[config.mk]
export PLATFORM = sky130hd
export DESIGN_NAME = pwm_ramp_ctrl
export DESIGN_NICKNAME = d
export VERILOG_FILES = /design/src/rtl/pwm_ramp_ctrl_pkg.sv /design/src/rtl/pwm_ramp_ctrl_tick_gen.sv /design/src/rtl/pwm_ramp_ctrl.sv
export SDC_FILE = /design/constraint.sdc
export NUM_CORES = 1
export LEC_CHECK = 0
export BUFFER_PORTS_ARGS = -buffer_cell sky130_fd_sc_hd__buf_2
export CORE_MARGIN = 1
export CORE_UTILIZATION = 50
export CTS_BUF_LIST = sky130_fd_sc_hd__clkbuf_16
export CTS_CLUSTER_DIAMETER = 60
export DETAILED_ROUTE_END_ITERATION = 10
export PLACE_DENSITY = 0.79
export SETUP_SLACK_MARGIN = 0.15
export SLEW_MARGIN = 20
export SYNTH_ARGS = -nofsm -noshare
export SYNTH_HDL_FRONTEND = slang
export SYNTH_SLANG_ARGS = --single-unit
[constraint.sdc]
create_clock -name clk -period 7.7 [get_ports clk]
set_clock_uncertainty 0.1 [all_clocks]
set_input_delay 1.54 -clock clk [delete_from_list [all_inputs] [get_ports clk]]
set_output_delay 1.54 -clock clk [all_outputs]
set_load 0.01 [all_outputs]
[src/rtl/pwm_ramp_ctrl_pkg.sv]
`default_nettype none
// ----------------------------------------------------------------------------
// Package : pwm_ramp_ctrl_pkg
// Purpose : motor sequencer state encoding and direction constants
// Rev     : 1.0
// ----------------------------------------------------------------------------
package pwm_ramp_ctrl_pkg;

  typedef enum logic [1:0] {
    IDLE = 2'd0,
    RAMP = 2'd1,
    DEAD = 2'd2
  } state_t;

  localparam logic DIR_FWD = 1'b0;
  localparam logic DIR_REV = 1'b1;

endpackage
`default_nettype wire

[src/rtl/pwm_ramp_ctrl_tick_gen.sv]
`default_nettype none
// ----------------------------------------------------------------------------
// Module  : pwm_ramp_ctrl_tick_gen
// Purpose : RAMP_DIV prescaler with synchronous clear, one-cycle tick output
// Rev     : 1.0
// ----------------------------------------------------------------------------
module pwm_ramp_ctrl_tick_gen
  import pwm_ramp_ctrl_pkg::*;
#(
  parameter int RAMP_DIV = 1000
) (
  input  logic clk,
  input  logic rst_n,
  input  logic clr,
  input  logic en,
  output logic tick
);

  localparam int c_cnt_w = (RAMP_DIV > 1) ? $clog2(RAMP_DIV) : 1;
  localparam int c_last_i = RAMP_DIV - 1;
  localparam logic [c_cnt_w-1:0] c_last = c_last_i[c_cnt_w-1:0];

  logic [c_cnt_w-1:0] r_cnt;
  logic               w_at_last;

  assign w_at_last = (r_cnt == c_last);
  assign tick      = en & w_at_last;

  always_ff @(posedge clk) begin
    if (!rst_n || clr) begin
      r_cnt <= '0;
    end else if (en) begin
      r_cnt <= w_at_last ? '0 : r_cnt + 1'b1;
    end
  end

endmodule
`default_nettype wire

[src/rtl/pwm_ramp_ctrl.sv]
`default_nettype none
// ----------------------------------------------------------------------------
// Module  : pwm_ramp_ctrl
// Purpose : duty slew, reversal dead-time and e-stop sequencer for one motor
// Rev     : 1.0
// ----------------------------------------------------------------------------
module pwm_ramp_ctrl
  import pwm_ramp_ctrl_pkg::*;
#(
  parameter int LENGHT      = 10,
  parameter int STEP        = 8,
  parameter int RAMP_DIV    = 1000,
  parameter int DEAD_CYCLES = 500
) (
  input  logic              clk,
  input  logic              rst_n,
  input  logic              cmd_valid,
  output logic              cmd_ready,
  input  logic [LENGHT-1:0] cmd_duty,
  input  logic              cmd_dir,
  input  logic              estop,
  output logic [LENGHT-1:0] duty,
  output logic              dir,
  output logic              drive_en,
  output logic              busy,
  output logic              done
);

  localparam logic [LENGHT:0] c_step = STEP[LENGHT:0];
  localparam int c_dead_w = $clog2(DEAD_CYCLES + 1);
  localparam int c_dead_m1 = DEAD_CYCLES - 1;
  localparam logic [c_dead_w-1:0] c_dead_load = c_dead_m1[c_dead_w-1:0];

  state_t              r_state;
  logic [LENGHT-1:0]   r_target;
  logic                r_tgt_dir;
  logic [c_dead_w-1:0] r_dead_cnt;

  logic              w_fire;
  logic              w_tick;
  logic [LENGHT:0]   w_duty_ext;
  logic [LENGHT:0]   w_tgt_ext;
  logic [LENGHT:0]   w_diff;
  logic [LENGHT:0]   w_up;
  logic [LENGHT:0]   w_dn;
  logic [LENGHT-1:0] w_up_sat;
  logic [LENGHT-1:0] w_dn_sat;

  assign cmd_ready = (r_state != DEAD) & ~estop;
  assign busy      = (r_state != IDLE);
  assign w_fire    = cmd_valid & cmd_ready;

  // Step math carries one extra bit so the carry/borrow can saturate
  assign w_duty_ext = {1'b0, duty};
  assign w_tgt_ext  = {1'b0, r_target};
  assign w_diff     = (w_tgt_ext >= w_duty_ext) ? (w_tgt_ext - w_duty_ext)
                                                : (w_duty_ext - w_tgt_ext);
  assign w_up       = w_duty_ext + c_step;
  assign w_dn       = w_duty_ext - c_step;
  assign w_up_sat   = w_up[LENGHT] ? '1 : w_up[LENGHT-1:0];
  assign w_dn_sat   = w_dn[LENGHT] ? '0 : w_dn[LENGHT-1:0];

  pwm_ramp_ctrl_tick_gen #(
    .RAMP_DIV(RAMP_DIV)
  ) u_tick_gen (
    .clk  (clk),
    .rst_n(rst_n),
    .clr  (w_fire | (r_state != RAMP)),
    .en   (r_state == RAMP),
    .tick (w_tick)
  );

  always_ff @(posedge clk) begin
    if (!rst_n) begin
      r_state    <= IDLE;
      r_target   <= '0;
      r_tgt_dir  <= DIR_FWD;
      r_dead_cnt <= '0;
      duty       <= '0;
      dir        <= DIR_FWD;
      drive_en   <= 1'b0;
      done       <= 1'b0;
    end else if (estop) begin
      r_state  <= IDLE;
      r_target <= '0;
      duty     <= '0;
      drive_en <= 1'b0;
      done     <= 1'b0;
    end else begin
      done <= 1'b0;
      case (r_state)
        IDLE, RAMP: begin
          if (w_fire) begin
            // A command landing on a tick wins; that tick's step is dropped
            r_target  <= cmd_duty;
            r_tgt_dir <= cmd_dir;
            drive_en  <= 1'b1;
            r_state   <= RAMP;
          end else if (r_state == RAMP) begin
            if (r_tgt_dir != dir) begin
              if (duty == '0) begin
                r_state    <= DEAD;
                drive_en   <= 1'b0;
                r_dead_cnt <= c_dead_load;
              end else if (w_tick) begin
                if (w_duty_ext <= c_step) begin
                  duty       <= '0;
                  r_state    <= DEAD;
                  drive_en   <= 1'b0;
                  r_dead_cnt <= c_dead_load;
                end else begin
                  duty <= w_dn_sat;
                end
              end
            end else if ((duty == r_target) || (w_tick && (w_diff <= c_step))) begin
              duty     <= r_target;
              done     <= 1'b1;
              r_state  <= IDLE;
              drive_en <= (r_target != '0);
            end else if (w_tick) begin
              duty <= (r_target > duty) ? w_up_sat : w_dn_sat;
            end
          end
        end
        DEAD: begin
          duty     <= '0;
          drive_en <= 1'b0;
          if (r_dead_cnt == '0) begin
            dir <= r_tgt_dir;
            if (r_target == '0) begin
              r_state <= IDLE;
              done    <= 1'b1;
            end else begin
              r_state  <= RAMP;
              drive_en <= 1'b1;
            end
          end else begin
            r_dead_cnt <= r_dead_cnt - 1'b1;
          end
        end
        default: r_state <= IDLE;
      endcase
    end
  end

endmodule
`default_nettype wire
* Yosys cells after proc, flatten, opt, wreduce, memory -nomap -nowiden *
Index checks and enable logic that the tools add are counted.

cells by class
  $add $sub $neg = 6
  multiply operators = 0
  equality and inequality tests = 21
  reduce and logical (&&, ||, !) cells = 20
  bitwise gates (word level) = 6
  div/mod/pow operators = 0
  mux-type cells = 49
  $lt $le $gt $ge = 4
  shift operators = 0

operators by type and width
  kind                                                             count
  two-way mux 10 bit                                               12
  two-way mux 9 bit                                                7
  subtractor 10 x 10 -> 11 bit                                     2
  zero test 10 bit                                                 2
  one-hot mux 10 bit (2 select lines)                              1
  one-hot mux 9 bit (2 select lines)                               1
  two-way mux 1 bit                                                16
  two-way mux 2 bit                                                8
  inequality test 3 bit, second input constant                     5
  adder 10 x 4 -> 11 bit, second input constant                    1
  less-or-equal comparator 11 x 4 -> 1 bit, second input constant  1
  two-way mux 11 bit                                               1
  subtractor 10 x 4 -> 11 bit, second input constant               1
  adder 10 x 1 -> 10 bit, second input constant                    1
  == test 10 bit                                                   1
  == test 10 bit, second input constant                            1
  >= comparator 10 bit                                             1
  > comparator 10 bit                                              1
  less-or-equal comparator 10 x 4 -> 1 bit, second input constant  1
  inequality test 2 bit, second input constant                     5
  inequality test 5 bit, second input constant                     2
  AND reduction 5 bit                                              2
  nonzero test 10 bit                                              1
  zero test 9 bit                                                  1
  other kinds (22)                                                 31

storage, ports and cells
  register bits = 45
  memories = 0
  output and inout bits = 15
  memory bits (writable) = 0
  input port bits = 15
  word-level logic and storage cells = 115
  bits in read-only memories = 0
  bits in latches = 0

* Depth between registers and ports, before layout *
Gate-level depths: netlist (run 1).

  depth after elaboration = 10
  depth in mapped cells = 14
  depth with buffers taken out = 12

* By module *
A second synthesis (run 1) with hierarchy kept.

second synthesis, totals
  cell total of the unflattened synthesis = 508
  area total of the unflattened synthesis = 3990.1 sq um

modules (own cells, without submodules)
  module                  area an instance (sq um)  times used  sequential area each (sq um)  cells each
  pwm_ramp_ctrl           3460.8                    1           700.7                         455
  pwm_ramp_ctrl_tick_gen  529.3                     1           200.2                         53

* Least setup slack after synthesis (run 1) *
Ideal clock, no wire load.

  path kind = register -> register
  from = register duty[3]
  to = register duty[3]
  library setup time = 79 ps
  arrival = 3378 ps
  period minus slack after synthesis = 3557 ps
  required time = 7521 ps
  cell stages (with the launch flop) = 15
  path buffers = 3
  slack = 4143 ps
  cells stage by stage = dfxtp_1 > inv_1 > ha_1 > buf_2 > nand2_1 > a2111o_1 > a21o_1 > and2_0 > buf_2 > o211ai_4 > nand3_2 > a21oi_1 > buf_2 > mux2_2 > o211ai_1

between the ends
  word-level cells in the longest chain between the ends = 10
  elaborated cells on any way between the ends = 28
  classes of those cells = 4 x add/sub; 4 x order compare; 3 x eq/ne; 13 x mux; 4 x reduce/logical

ends and longest elaborated chain
  what                                                  RTL line              text
  start, declared                                       pwm_ramp_ctrl.sv:22   output logic [LENGHT-1:0] duty,
  start signal, assigned                                pwm_ramp_ctrl.sv:112  duty <= w_dn_sat;
  start signal, assigned                                pwm_ramp_ctrl.sv:116  duty <= r_target;
  start signal, assigned                                pwm_ramp_ctrl.sv:121  duty <= (r_target > duty) ? w_up_sat : w_dn_sat;
  subtractor 10 x 10 -> 11 bit (tied with other cells)  pwm_ramp_ctrl.sv:57   : (w_duty_ext - w_tgt_ext);
  two-way mux 11 bit                                    pwm_ramp_ctrl.sv:56   assign w_diff = (w_tgt_ext >= w_duty_ext) ? (w_tgt_ext - w_duty_ext)
  less-or-equal comparator 11 x 4 -> 1 bit              pwm_ramp_ctrl.sv:115  end else if ((duty == r_target) || (w_tick && (w_diff <= c_step))) begin
  logical AND 1 bit                                     pwm_ramp_ctrl.sv:115
  logical OR 1 bit                                      pwm_ramp_ctrl.sv:115
  two-way mux 10 bit                                    pwm_ramp_ctrl.sv:115
  two-way mux 10 bit                                    pwm_ramp_ctrl.sv:100  if (r_tgt_dir != dir) begin
  two-way mux 10 bit                                    pwm_ramp_ctrl.sv:99   end else if (r_state == RAMP) begin
  two-way mux 10 bit                                    pwm_ramp_ctrl.sv:93   if (w_fire) begin
  one-hot mux 10 bit (2 select lines)                   pwm_ramp_ctrl.sv:91   case (r_state)

Parallel ways exist; a longest one is shown, timed or not. The select of a mux whose other input is x is not followed.
A chain may end at the register's enable or synchronous reset.

* Final worst setup path (run 1) *
  from = register duty[7]
  to = register duty[5]

Same word-level chain as after synthesis.

==> results of run 1 <==
## worst max-delay path: stages (launching register included)
cell      delay (ns)
dfxtp_1         0.48
inv_1           0.16
ha_1            0.62
nand4_2         0.27
or3_1           0.45
and2_1          0.20
and2_0          0.29
o211ai_4        0.27
nand3_2         0.21
a21oi_1         0.83
o21ai_0         0.28
a32o_1          0.29
## sequential cells by signal, summed over array words and instances, names as in the netlist
| signal | cells |
|---|---|
| r_state | 2 |
| dir | 1 |
| duty | 10 |
| drive_en | 1 |
| r_tgt_dir | 1 |
| done | 1 |
| r_target | 10 |
| r_dead_cnt | 9 |
| u_tick_gen.r_cnt | 10 |
## how the worst min path moves through the flow
stage,end
after floorplan,u_tick_gen.r_cnt[0]
after global placement,u_tick_gen.r_cnt[0]
after detailed placement,u_tick_gen.r_cnt[0]
after CTS,u_tick_gen.r_cnt[0]
after global routing,u_tick_gen.r_cnt[0]
final,u_tick_gen.r_cnt[0]
## area by class of cell
class / instances / share of cell area (%)
clock inverters: 3 / 0.5505
flip-flops and latches: 45 / 19.82
well taps: 105 / 2.890
clock buffers: 5 / 2.753
inverters: 34 / 2.808
multi-input cells: 461 / 67.99
repair buffers: 29 / 3.193
## power by group
group	switching (uW)	internal, uW	total, uW
Clock	95.5	122	217
Sequential	2.98	235	238
Combinational	79.2	48.8	128
Total	178	405	583
## layer usage
layer  vias to the layer above  part of all wire, %  global-route usage (%)  wire [um]
li1                       2098                    -                       -          -
met5                         -                    0                       0          0
met4                         0                  2.7                   9.872        311
met3                        29                  6.4                   3.074        754
met2                       179                   47                   44.89       5497
met1                      2068                   44                   35.55       5149
## cells by family after synthesis
logic type / after synthesis / share of synthesized area [%]
xor gates and xnor gates: 22 / 4.553
and+or+nand+nor: 236 / 28.86
DFF: 45 / 21.29
AOI/OAI and AO/OA: 168 / 28.98
muxes: 5 / 1.242
adders and majority gates: 30 / 9.225
buffers and inverters: 56 / 5.854
## cells in the mapped netlist (11+ instances only)
cell type and n:
inv_1 34, nand3_1 34, o21ai_0 21, nand4_1 13, clkbuf_1 15, nand2_1 51
ha_1 28, nor2_1 53, a21oi_1 45, xor2_1 11, dfxtp_1 45, xnor2_1 11
nor3_1 17
## per-stage QoR
stage	total power, uW	worst slack [ns]	hold slack, ns	util (%)	area, um2
2_1_floorplan	338.9	4.143	0.3180	-	4232
3_3_place_gp	363.7	3.476	0.3318	53.40	4388
3_5_place_dp	366.2	3.262	0.3520	53.40	4388
4_1_cts	581.1	3.234	0.3618	55.23	4538
5_1_grt	607.4	2.896	0.3920	55.32	4546
6_report	583.1	3.138	0.3618	55.32	4546
==> results.yml, run 1 <==
grt:
  grt_pass1_wl_um: 19030
  grt_max_degree: 20
  track_usage_pct: 26.93
  grt_pass1_vias: 3940
  antenna_found_initial: 0
  grt_overflow: 0
logic_synthesis:
  synth_top_cell_area_share_pct: 21.29
  synthTopCellsByArea: "dfxtp_1, ha_1, a21oi_1"
  yosysTopAreaCell: "dfxtp_1"
  synth_area_um2: 4232
  syn_area_per_cell_um2: 7.529
  synth_warnings: 0
  synth-edff-count: 0
  synthFlopType: "dfxtp_1"
  synthCells: 562
  postSynth.asyncResetShare_pct: 0
  syn_nets: 607
  ys_seq_area_share_pct: 21.29
  ys_ff_latch: 45
  ys_types: 83
clocking:
  cts_hold_buf: 0
  cts_tree: "yes"
  cts_sinks: 45
  cts_resized: 0
  path_clk_slew_ns: 0.07
  cts-root-buf: "clkbuf_16"
  cts_buffers: 5
  clk_latency_ns: 0.29
  htreeDepth: 2
  cts_setup_buffers: 0
  cts_buffer_depth: 2
floorplan:
  die-height_um: 94.00
  initial_core_util_pct: 51.50
  ios: 30
  fp-row-count: 33
  dieArea_um2: 8835
  die_w_um: 94.00
  coreArea_um2: 8217
worst_setup_path:
  crit_type: "reg -> reg"
  setup.worst_path.start_class: "flip-flop"
  critPathMaxFanout: 17
  rrSetupSlack_ns: 3.14
  cp.arrival_ns: 4.65
  r2r_cells: 11
  required_ns: 7.78
  crit_end: "duty[5]"
  reg2reg_from: "duty[7]"
  r2r_end: "duty[5]"
  endpoint_kind: "flip-flop"
  startpoint: "duty[7]"
place:
  place.port_buffers: 29
  dp_hpwl_um: 9141
  dpl.cell_count: 674
  gp_congestion: 0.9826
sta:
  period_needed_ns: 4.562
  finalSetupViolCount: 0
  slew_violations: 0
  setup_tns_ns: 0
  finalCritPeriodShare_pct: 59.25
  slew_headroom_pct: 32.45
  hold_violations: 0
  tightest_slew_ns: 1.013
  rsz0062_at_grt: "no"
  fmax_ghz: 0.2192
finish:
  regArea_um2: 900.9
  final_common_cell: "nor2_1"
  diodes: 0
  drive_gt1_share_pct: 12.13
  num-nets-final: 621
  multi_input_area_um2: 3090
  syn2layout_area_growth_pct: 7.422
  final_cell_mix: "nor2_1, nand2_1, a21oi_1, dfxtp_1"
  finalNonFillerCells: 682
  fillers: 789
min_path:
  worstHoldPathType: "reg -> reg"
  min_from: "u_tick_gen.r_cnt[0]"
  min_path_cells: 1
route:
  drt-total-wl_um: 11710
  wire_per_inst_um: 17.17
  dr.pass1.iters: 6
  vias: 4374
  drtAntennaViolNets: 0
  drc_errors: 0
  viasPerCell: 6.413
  first_iter_violations: 254
pwr:
  p_leak_uw: 0.001764
  power.density_nw_per_um2: 128.3
  ir_drop_uv: 163.3
status:
  status: "completed"
run:
  cap_violations: 0
No activity file was read; power rests on OpenSTA's default activity.
==> run 2: changes to the inputs <==
Settings changed: PLACE_DENSITY 0.79 to 0.82.
Clock period 7.7 ns to 4.1 ns, I/O delays scaled along.
==> run 2 against run 1 <==
Clock power grew 86%. Final area up 4.2%. Global-route usage increased by 1.3 points. Power grew 90%. Hold slack worse by 0.0060 ns. First-iteration DRC count is 90% higher. Largest power group unchanged. Count of clock-buffer cells in the layout is the same. Setup slack got worse by 2.7 ns.
==> results.yml, run 2 (synthesis results as in run 1) <==
clocking:
  htreeDepth: 2
  path_clk_slew_ns: 0.07
  cts_sinks: 45
  clk_latency_ns: 0.29
  cts_buffers: 5
  cts_tree: "yes"
  cts-root-buf: "clkbuf_16"
  cts_buffer_depth: 2
pwr:
  ir_drop_uv: 297.3
  power_frac_seq_pct: 40.2
  intPower_uw: 770.0
  switchingPower_uw: 337.4
  p_leak_uw: 0.001885
  swShare_pct: 30.47
  p_comb_share_pct: 23.2
  clockPowerShare_pct: 36.5
  power.density_nw_per_um2: 233.9
route:
  drc_errors: 0
  drt-total-wl_um: 12270
  wire_per_inst_um: 17.38
  viasPerCell: 6.390
  dr.pass1.iters: 6
  vias: 4511
  drtAntennaViolNets: 0
  first_iter_violations: 482
min_path:
  min_from: "u_tick_gen.r_cnt[0]"
  worstHoldPathType: "reg -> reg"
finish:
  final_common_cell: "nor2_1"
  drive_gt1_share_pct: 15.97
  fillers: 745
  fin_util_pct: 57.62
  diodes: 0
  num-nets-final: 645
  final_cell_mix: "nor2_1, nand2_1, dfxtp_1, a21oi_1"
  largestRegisters: "duty (10), r_target (10), u_tick_gen.r_cnt (10)"
  syn2layout_area_growth_pct: 11.89
worst_setup_path:
  startpoint: "duty[5]"
  setup.worst_path.start_class: "flip-flop"
  endpoint_kind: "flip-flop"
  crit_chain: "inv_1 -> ha_1 -> nand2_1 -> a2111o_1 -> a21o_1 -> and2_2 -> o211ai_4 -> nand3_2 -> a21oi_4 -> mux2_2 -> o211ai_1"
  crit_slowest_cell: "ha_1"
  reg2reg_from: "duty[5]"
  critPathMaxStageDelay_ns: 0.61
  cp.arrival_ns: 3.81
  crit_type: "reg -> reg"
  required_ns: 4.20
  critPathMaxFanout: 13
floorplan:
  die_w_um: 94.00
  coreArea_um2: 8217
  fp-row-count: 33
  ios: 30
  dieArea_um2: 8835
  initial_core_util_pct: 51.50
  die-height_um: 94.00
sta:
  period_needed_ns: 3.710
  rsz0062_at_grt: "no"
  fmax_ghz: 0.2695
  tightest_slew_ns: 0.8253
  hold_violations: 0
  finalCritPeriodShare_pct: 90.50
  holdWs_ns: 0.3558
  finalSetupViolCount: 0
  slew_headroom_pct: 43.56
  setup_tns_ns: 0
  slew_violations: 0
grt:
  grt_pass1_vias: 4019
  track_usage_pct: 28.21
  antenna_found_initial: 0
  grt_overflow: 0
  grt_pass1_wl_um: 19570
  grt_max_degree: 20
place:
  place.port_buffers: 29
  dp_hpwl_um: 9382
  gp_congestion: 1.043
status:
  status: "completed"
run:
  cap_violations: 0
-- run 2: cell count changes in the layout (fill, tap and decap cells not counted), sizes merged --
cell / previous run / this run
buf: 29 / 53
-- run 2: final timing paths --
path,slack (ns),end,cells after the start
max,0.39,duty[3],11
min,0.36,u_tick_gen.r_cnt[0],1
max reg2reg,0.39,duty[3],11
min reg2reg,0.36,u_tick_gen.r_cnt[0],1
-- run 2: power by group through the flow --
stage / logic [uW] / clock network [uW] / registers, uW
floorplan: 182 / 0 / 454
global placement: 239 / 0 / 455
detailed placement: 245 / 0 / 455
CTS: 246 / 411 / 445
global route: 278 / 423 / 446
finish: 257 / 404 / 446
-- run 2: cell type report --
cell class / instances / area (um2) / share of cell area [%]
Sequential cell: 45 / 900.9 / 19.03
Inverter: 34 / 127.6 / 2.696
Clock buffer: 5 / 125.1 / 2.643
Clock inverter: 3 / 21.27 / 0.4493
Multi-Input combinational cell: 461 / 3103 / 65.54
Timing Repair Buffer: 53 / 325.3 / 6.871
Tap cell: 105 / 131.4 / 2.775
-- run 2: per-stage QoR --
step	total power [uW]	instances	area (um2)	setup slack, ns
floorplan	636.5	562	4232	0.5430
global placement	694.6	697	4561	0.3877
detailed placement	700.0	697	4561	0.2430
CTS	1103	705	4707	0.1588
global route	1147	706	4735	0.1803
finish	1107	706	4735	0.3895
-- run 2: critical path: cells and delay by family, from the launching register on --
kind / cells / cell delay, ns
DFF: 1 / 0.33
muxes: 1 / 0.38
adders and majority gates: 1 / 0.61
AOI/OAI and AO/OA: 5 / 1.39
and+or+nand+nor: 3 / 0.72
buffers and inverters: 1 / 0.09
-- run 2: per-layer routing --
metal | share of wire [%] | GRT usage [%]
met5 | 0 | 0
met4 | 2.1 | 10.00
met3 | 9.0 | 4.693
met2 | 48 | 46.90
met1 | 41 | 36.57
-- run 2: timing repair --
action / 4_1_cts / 5_1_grt
hold endpoints to repair: 0 / 0
gates resized for setup: 0 / 6
buffers inserted: 0 / 1
hold buffers: 0 / 0
endpoints found under the setup margin: 0 / 12
